==> config.mk <==
export PLATFORM = sky130hd
export DESIGN_NAME = hier_node_bcast
export DESIGN_NICKNAME = d
export VERILOG_FILES = /design/src/rtl/hier_node_bcast.sv
export SDC_FILE = /design/constraint.sdc
export NUM_CORES = 1
export LEC_CHECK = 0
export CAP_MARGIN = 20
export CORE_AREA = 5 5 182 184
export DETAILED_ROUTE_END_ITERATION = 8
export DIE_AREA = 0 0 187 189
export GPL_TIMING_DRIVEN = 1
export PLACE_DENSITY = 0.65
export SYNTH_ARGS = -nofsm -noshare
export SYNTH_HDL_FRONTEND = slang
export SYNTH_SLANG_ARGS = --single-unit
==> constraint.sdc <==
create_clock -name clk -period 2.7 [get_ports clk]
set_input_delay 0.54 -clock clk [delete_from_list [all_inputs] [get_ports clk]]
set_output_delay 0.54 -clock clk [all_outputs]
set_load 0.01 [all_outputs]
==> src/rtl/hier_node_bcast.sv <==
// Hierarchy node: broadcasts one command to the enabled child slots, XOR-merges
// one response per child and returns a single combined response upstream.
module hier_node_bcast #(
   parameter int NUM_CHILD = 10,
   parameter int DATA_W    = 32,
   parameter int TIMEOUT   = 255
) (
   input  logic                        clk,
   input  logic                        rst,
   input  logic                        cmd_valid,
   output logic                        cmd_ready,
   input  logic [DATA_W-1:0]           cmd_data,
   input  logic [NUM_CHILD-1:0]        en_mask,
   output logic [NUM_CHILD-1:0]        ch_valid,
   output logic [DATA_W-1:0]           ch_data,
   input  logic [NUM_CHILD-1:0]        ch_ready,
   input  logic [NUM_CHILD-1:0]        rsp_in_valid,
   input  logic [NUM_CHILD*DATA_W-1:0] rsp_in_data,
   output logic                        rsp_valid,
   input  logic                        rsp_ready,
   output logic [DATA_W-1:0]           rsp_data,
   output logic [NUM_CHILD-1:0]        rsp_mask,
   output logic                        rsp_timeout
);

   // A zero TIMEOUT still needs a legal one-bit counter.
   localparam int TMO_W = (TIMEOUT < 1) ? 1 : $clog2(TIMEOUT + 1);
   localparam logic [TMO_W-1:0] TMO_LAST = TMO_W'((TIMEOUT > 0) ? TIMEOUT - 1 : 0);
   localparam logic [TMO_W-1:0] TMO_SAT  = {TMO_W{1'b1}};

   typedef enum logic [1:0] {
      S_IDLE  = 2'd0,
      S_ISSUE = 2'd1,
      S_WAIT  = 2'd2,
      S_RESP  = 2'd3
   } state_t;

   state_t                r_state;
   state_t                w_state_next;
   logic [DATA_W-1:0]     r_ch_data;
   logic [NUM_CHILD-1:0]  r_issue_pend;
   logic [NUM_CHILD-1:0]  r_resp_pend;
   logic [DATA_W-1:0]     r_acc;
   logic [NUM_CHILD-1:0]  r_got_mask;
   logic [TMO_W-1:0]      r_tmo_cnt;
   logic                  r_timeout;

   logic                  w_active;
   logic [NUM_CHILD-1:0]  w_ch_valid;
   logic [NUM_CHILD-1:0]  w_issue_hs;
   logic [NUM_CHILD-1:0]  w_cap;
   logic [NUM_CHILD-1:0]  w_issue_left;
   logic [NUM_CHILD-1:0]  w_resp_left;
   logic [DATA_W-1:0]     w_slice [NUM_CHILD];
   logic [DATA_W-1:0]     w_cap_xor;
   logic                  w_done;
   logic                  w_tmo_hit;

   assign w_active     = (r_state == S_ISSUE) || (r_state == S_WAIT);
   assign w_ch_valid   = (r_state == S_ISSUE) ? r_issue_pend : '0;
   assign w_issue_hs   = w_ch_valid & ch_ready;
   assign w_cap        = w_active ? (rsp_in_valid & r_resp_pend) : '0;
   assign w_issue_left = r_issue_pend & ~w_issue_hs;
   assign w_resp_left  = r_resp_pend & ~w_cap;
   assign w_done       = (w_issue_left == '0) && (w_resp_left == '0);
   assign w_tmo_hit    = (TIMEOUT != 0) && w_active && (r_tmo_cnt == TMO_LAST) && !w_done;

   // Each captured child contributes its slice; non-captured slices are zero.
   generate
      for (genvar gi = 0; gi < NUM_CHILD; gi++) begin : g_slice
         assign w_slice[gi] = w_cap[gi] ? rsp_in_data[gi*DATA_W +: DATA_W] : '0;
      end
   endgenerate

   always_comb begin
      w_cap_xor = '0;
      for (int i = 0; i < NUM_CHILD; i++) begin
         w_cap_xor = w_cap_xor ^ w_slice[i];
      end
   end

   always_comb begin
      w_state_next = r_state;
      case (r_state)
         S_IDLE: begin
            if (cmd_valid) begin
               w_state_next = (en_mask == '0) ? S_RESP : S_ISSUE;
            end
         end
         S_ISSUE: begin
            if (w_done || w_tmo_hit) begin
               w_state_next = S_RESP;
            end else if (w_issue_left == '0) begin
               w_state_next = S_WAIT;
            end
         end
         S_WAIT: begin
            if (w_done || w_tmo_hit) begin
               w_state_next = S_RESP;
            end
         end
         S_RESP: begin
            if (rsp_ready) begin
               w_state_next = S_IDLE;
            end
         end
         default: w_state_next = S_IDLE;
      endcase
   end

   always_ff @(posedge clk) begin
      if (rst) begin
         r_state <= S_IDLE;
      end else begin
         r_state <= w_state_next;
      end
   end

   always_ff @(posedge clk) begin
      if (rst) begin
         r_ch_data    <= '0;
         r_issue_pend <= '0;
         r_resp_pend  <= '0;
         r_acc        <= '0;
         r_got_mask   <= '0;
         r_tmo_cnt    <= '0;
         r_timeout    <= 1'b0;
      end else if (r_state == S_IDLE) begin
         if (cmd_valid) begin
            r_ch_data    <= cmd_data;
            r_issue_pend <= en_mask;
            r_resp_pend  <= en_mask;
            r_acc        <= '0;
            r_got_mask   <= '0;
            r_tmo_cnt    <= '0;
            r_timeout    <= 1'b0;
         end
      end else if (w_active) begin
         // Captures in the abort cycle still land; outstanding bookkeeping is dropped.
         r_issue_pend <= w_tmo_hit ? '0 : w_issue_left;
         r_resp_pend  <= w_tmo_hit ? '0 : w_resp_left;
         r_acc        <= r_acc ^ w_cap_xor;
         r_got_mask   <= r_got_mask | w_cap;
         r_timeout    <= w_tmo_hit;
         if (r_tmo_cnt != TMO_SAT) begin
            r_tmo_cnt <= r_tmo_cnt + 1'b1;
         end
      end
   end

   assign cmd_ready   = (r_state == S_IDLE);
   assign ch_valid    = w_ch_valid;
   assign ch_data     = r_ch_data;
   assign rsp_valid   = (r_state == S_RESP);
   assign rsp_data    = r_acc;
   assign rsp_mask    = r_got_mask;
   assign rsp_timeout = r_timeout;

endmodule

==> impl_results.md, run 1 <==
- Status: complete, but fails checks
- Failing checks: negative setup slack
- Largest net degree at the start of global routing: 82
- CTS tree: yes
- CP Data Required Time: just under 3000 ps
- Sequential power share: around 20%
- Syn nets: around 1,600
- Fmax: about 360 MHz
- Critical Path Start: r_state[1]$_SDFFE_PP0P_
- Worst setup EP type: flop
- Avg Inst Size Synth: 7.819 sq um
- Critical path's largest stage delay: between 500 and 600 ps
- Setup violators final: 15
- Number of synthesized flops with an enable pin: 0
- DP HPWL: 40,770 um
- Critical Path Start Type: flop
- P_sw: 4.942 mW
- Latest clock arrival within the worst-skew pair: about 360 ps
- Register area share after synthesis: a little over a fifth
- Clock Path Buffers: 2
- Final ANT Viol Nets: 0
- Sw Ratio: a little over two fifths
- Slew HR: between 30% and 40%
- PD cells: 681.8 nW/um^2
- Crit path top cell by count: buf_6
- CP Cell Sequence: inv_2, buf_6, ha_4, buf_6, buf_12, buf_8, buf_6, nand4_1, xor2_1, xnor3_2, xnor2_2, or3_1, a21oi_1
- Synth top area share: 21.93%
- Root Driver: clkbuf_16
- Routability Congestion: 0.9123
- Crit share post-route: 102.4%
- Setup CP Type: reg2reg
- Final worst slack: -65.68 ps
- Wirelength per Cell: 25.86 um
- Critical R2R Capture: rsp_data[24]$_SDFFE_PP0P_
- Synth unique cells: 42
- CP Data Arrival Time: between 3000 and 4000 ps
- Vias in the first global route: around 12,000
- Total power: 11.52 mW
- Chip Height: approximately 190 um
- First-pass detailed-route iteration total: 5
- Final Net Count: approximately 2,100
- I/O pins: 473
- Fin. max-slew vios: 0
- # hold bufs at CTS: 0
- Hold crit path type: reg2reg
- Hold WS: about 450 ps
- Fin cells: between 2,000 and 2,500
- Via count: 12,510
- Crit Path Max Fanout: 5
- GRT overflow: 0
- Clk_skew: roughly 13 ps
- Leakage: 5.937 nW
- First-pass GRT wire length: roughly 80,000 um
- Core Rows: between 60 and 70
- R2r startpoint: r_state[1]$_SDFFE_PP0P_
- Synthesized netlist cell count: ~1,200
- Area leader, netlist: dfxtp_1
- Worst vdd ir: a little over 0.4 mV
- Netlist area before placement: roughly 9600 sq um
- R2R Setup Slk: -70 ps
- CP delay by family, top: XOR/XNOR gates
- DRT Wirelength: 55,340 um
- Initial Utilization: around 31%
- CTS Sinks: approximately 110
- Die ar.: around 35,000 sq um
- Synth Warn #: 0
- H-tree depth: 3
- Synth Flop Type: dfxtp_1
- Dpl ws: -278.9 ps
- Total CTS buffers: 9
- Async SR Flop Fraction: 0%
- Synth cell count leaders: nand4_1 (334), xnor2_1 (192), dfxtp_1 (105)
- Global-route usage over all layers: between 20% and 30%
- Max Cap Viol: 0
- Initial antenna violation count: 4
- Iteration-0 DRC Markers: about 1,000
- Layout cells sized above 1: between 10% and 20%
- DP Cell Count: 2,064
- Die width: 187 um
- Hold Violations, Final: 0
- Gate power share: between 60% and 70%
- Worst Tran Pin Value: between 900 and 1000 ps
- CP bufs+invs: 6
- Flops & latches, synth: around 110
- CP Depth: 13
- Pint: between 6 and 7 mW
- Tmin final: 2766 ps
- RSZ-0062 raised after global routing: yes
- P&R area growth vs syn: 76.30%
- Count leader, synth: nand4_1
- Crit-path slowest cell: xnor3_2
- FILL cells: between 2,000 and 3,000
- Via density: 5.847
- Reg clk slew, reported paths: 90 ps
- Worst setup endpoint: rsp_data[24]$_SDFFE_PP0P_
- Power share of the clock group: between 10% and 20%
- Reg2Reg Depth: 13
- Input/output buffers: approximately 470
- Residual DRC: 0
- Core area: between 30,000 and 40,000 sq um
- Synth area leaders: dfxtp_1 (22%), nand4_1 (22%), xnor2_1 (18%)
- Final Core Density: 54.12%
## worst reg2reg max path, cell delays in order (launching register included)
cell and delay [ps]:
dfxtp_2 340, inv_2 40, buf_6 110, ha_4 320, buf_6 150, buf_12 120
buf_8 110, buf_6 90, nand4_1 110, xor2_1 210, xnor3_2 510, xnor2_2 160
or3_1 310, a21oi_1 120
## layer usage
metal | GRT usage [%] | vias up | share of wire (%)
met3 | 7.190 | 177 | 9.9
li1 | - | 5569 | -
met5 | 0 | - | 0
met2 | 51.15 | 822 | 49
met1 | 31.59 | 5945 | 35
met4 | 15.19 | 0 | 6.7
## layout make-up
class | instances | area, sq um | area share [%]
Tap cell | 402 | 503.0 | 2.976
Multi-Input combinational cell | 970 | 7305 | 43.22
Clock buffer | 9 | 225.2 | 1.333
Clock inverter | 7 | 75.07 | 0.4442
Sequential cell | 105 | 2117 | 12.53
Timing Repair Buffer | 637 | 6645 | 39.32
Antenna cell | 5 | 12.51 | 0.07403
Inverter | 5 | 18.77 | 0.1110
## layout by cell type, fill, tap and decap left out, types with 15 or more instances in the layout
cell type	count
xnor3_1	20
clkbuf_16	17
buf_12	27
buf_4	95
nand2_1	95
dfxtp_1	95
xnor2_1	152
a31oi_1	15
xnor2_2	40
xor2_1	35
nor2_1	23
a21oi_1	76
clkdlybuf4s50_1	463
buf_6	25
o21ai_0	37
or3_1	35
nand4_1	334
## per-stage QoR
step	setup TNS (ps)	cell area (sq um)
2_1_floorplan	0	9587
3_3_place_gp	-3519	15250
3_5_place_dp	-4273	15250
4_1_cts	-174.1	16110
5_1_grt	-3712	16900
6_report	-585.6	16900
## power groups by stage
stage | logic [mW] | registers, mW | clock network (mW)
floorplan | 3.07 | 2.09 | 0
global placement | 5.65 | 2.24 | 0
detailed placement | 5.71 | 2.26 | 0
CTS | 6.73 | 2.23 | 1.39
global route | 8.29 | 2.28 | 1.45
finish | 7.92 | 2.25 | 1.35
## sequential cells by signal (all words and copies together) (netlist names)
| signal | cells |
|---|---|
| rsp_timeout | 1 |
| r_state | 2 |
| r_tmo_cnt | 8 |
| r_issue_pend | 10 |
| r_resp_pend | 10 |
| rsp_data | 32 |
| ch_data | 32 |
| rsp_mask | 10 |
## cell families (layout without fill, tap and decap cells)
family | count (synthesis) | count (layout) | share of synthesized area (%)
adder cells (fa/ha/maj) | 6 | 6 | 0.7831
multiplexers | 2 | 2 | 0.2088
other | 0 | 5 | 0
flip-flops | 105 | 105 | 21.93
buffers and inverters | 151 | 658 | 7.048
AND/OR/NAND/NOR | 537 | 537 | 31.70
XOR/XNOR | 260 | 260 | 28.35
AO/OA/AOI/OAI | 165 | 165 | 9.984
## what timing repair did
item	in CTS	in global routing
setup buffers	14	26
endpoints found under the setup margin	43	53
gates resized for setup	47	85
pin swaps	42	113
gates cloned	7	11
## how the worst min path moves through the flow
stage	from	cells past startpoint	endpoint	slack, ps
after floorplan	r_issue_pend[6]$_SDFFE_PP0P_	2	r_issue_pend[6]$_SDFFE_PP0P_	460
after global placement	ch_data[19]$_SDFFE_PP0P_	2	ch_data[19]$_SDFFE_PP0P_	440
after global routing	ch_data[0]$_SDFFE_PP0P_	2	ch_data[0]$_SDFFE_PP0P_	470
after CTS	ch_data[0]$_SDFFE_PP0P_	2	ch_data[0]$_SDFFE_PP0P_	460
after detailed placement	ch_data[1]$_SDFFE_PP0P_	2	ch_data[1]$_SDFFE_PP0P_	450
final	ch_data[0]$_SDFFE_PP0P_	2	ch_data[0]$_SDFFE_PP0P_	450
No activity file was read; power rests on OpenSTA's default activity.
==> run 2, diff against run 1 <==
--- a/config.mk
+++ b/config.mk
@@ -5,6 +5,7 @@
 export SDC_FILE = /design/constraint.sdc
 export NUM_CORES = 1
 export LEC_CHECK = 0
+export ABC_CLOCK_PERIOD_IN_PS = 2700
 export CAP_MARGIN = 20
 export CORE_AREA = 5 5 182 184
 export DETAILED_ROUTE_END_ITERATION = 8
==> results of run 2 <==
No change in the layout: final DEF, timing and power equal those of run 1.
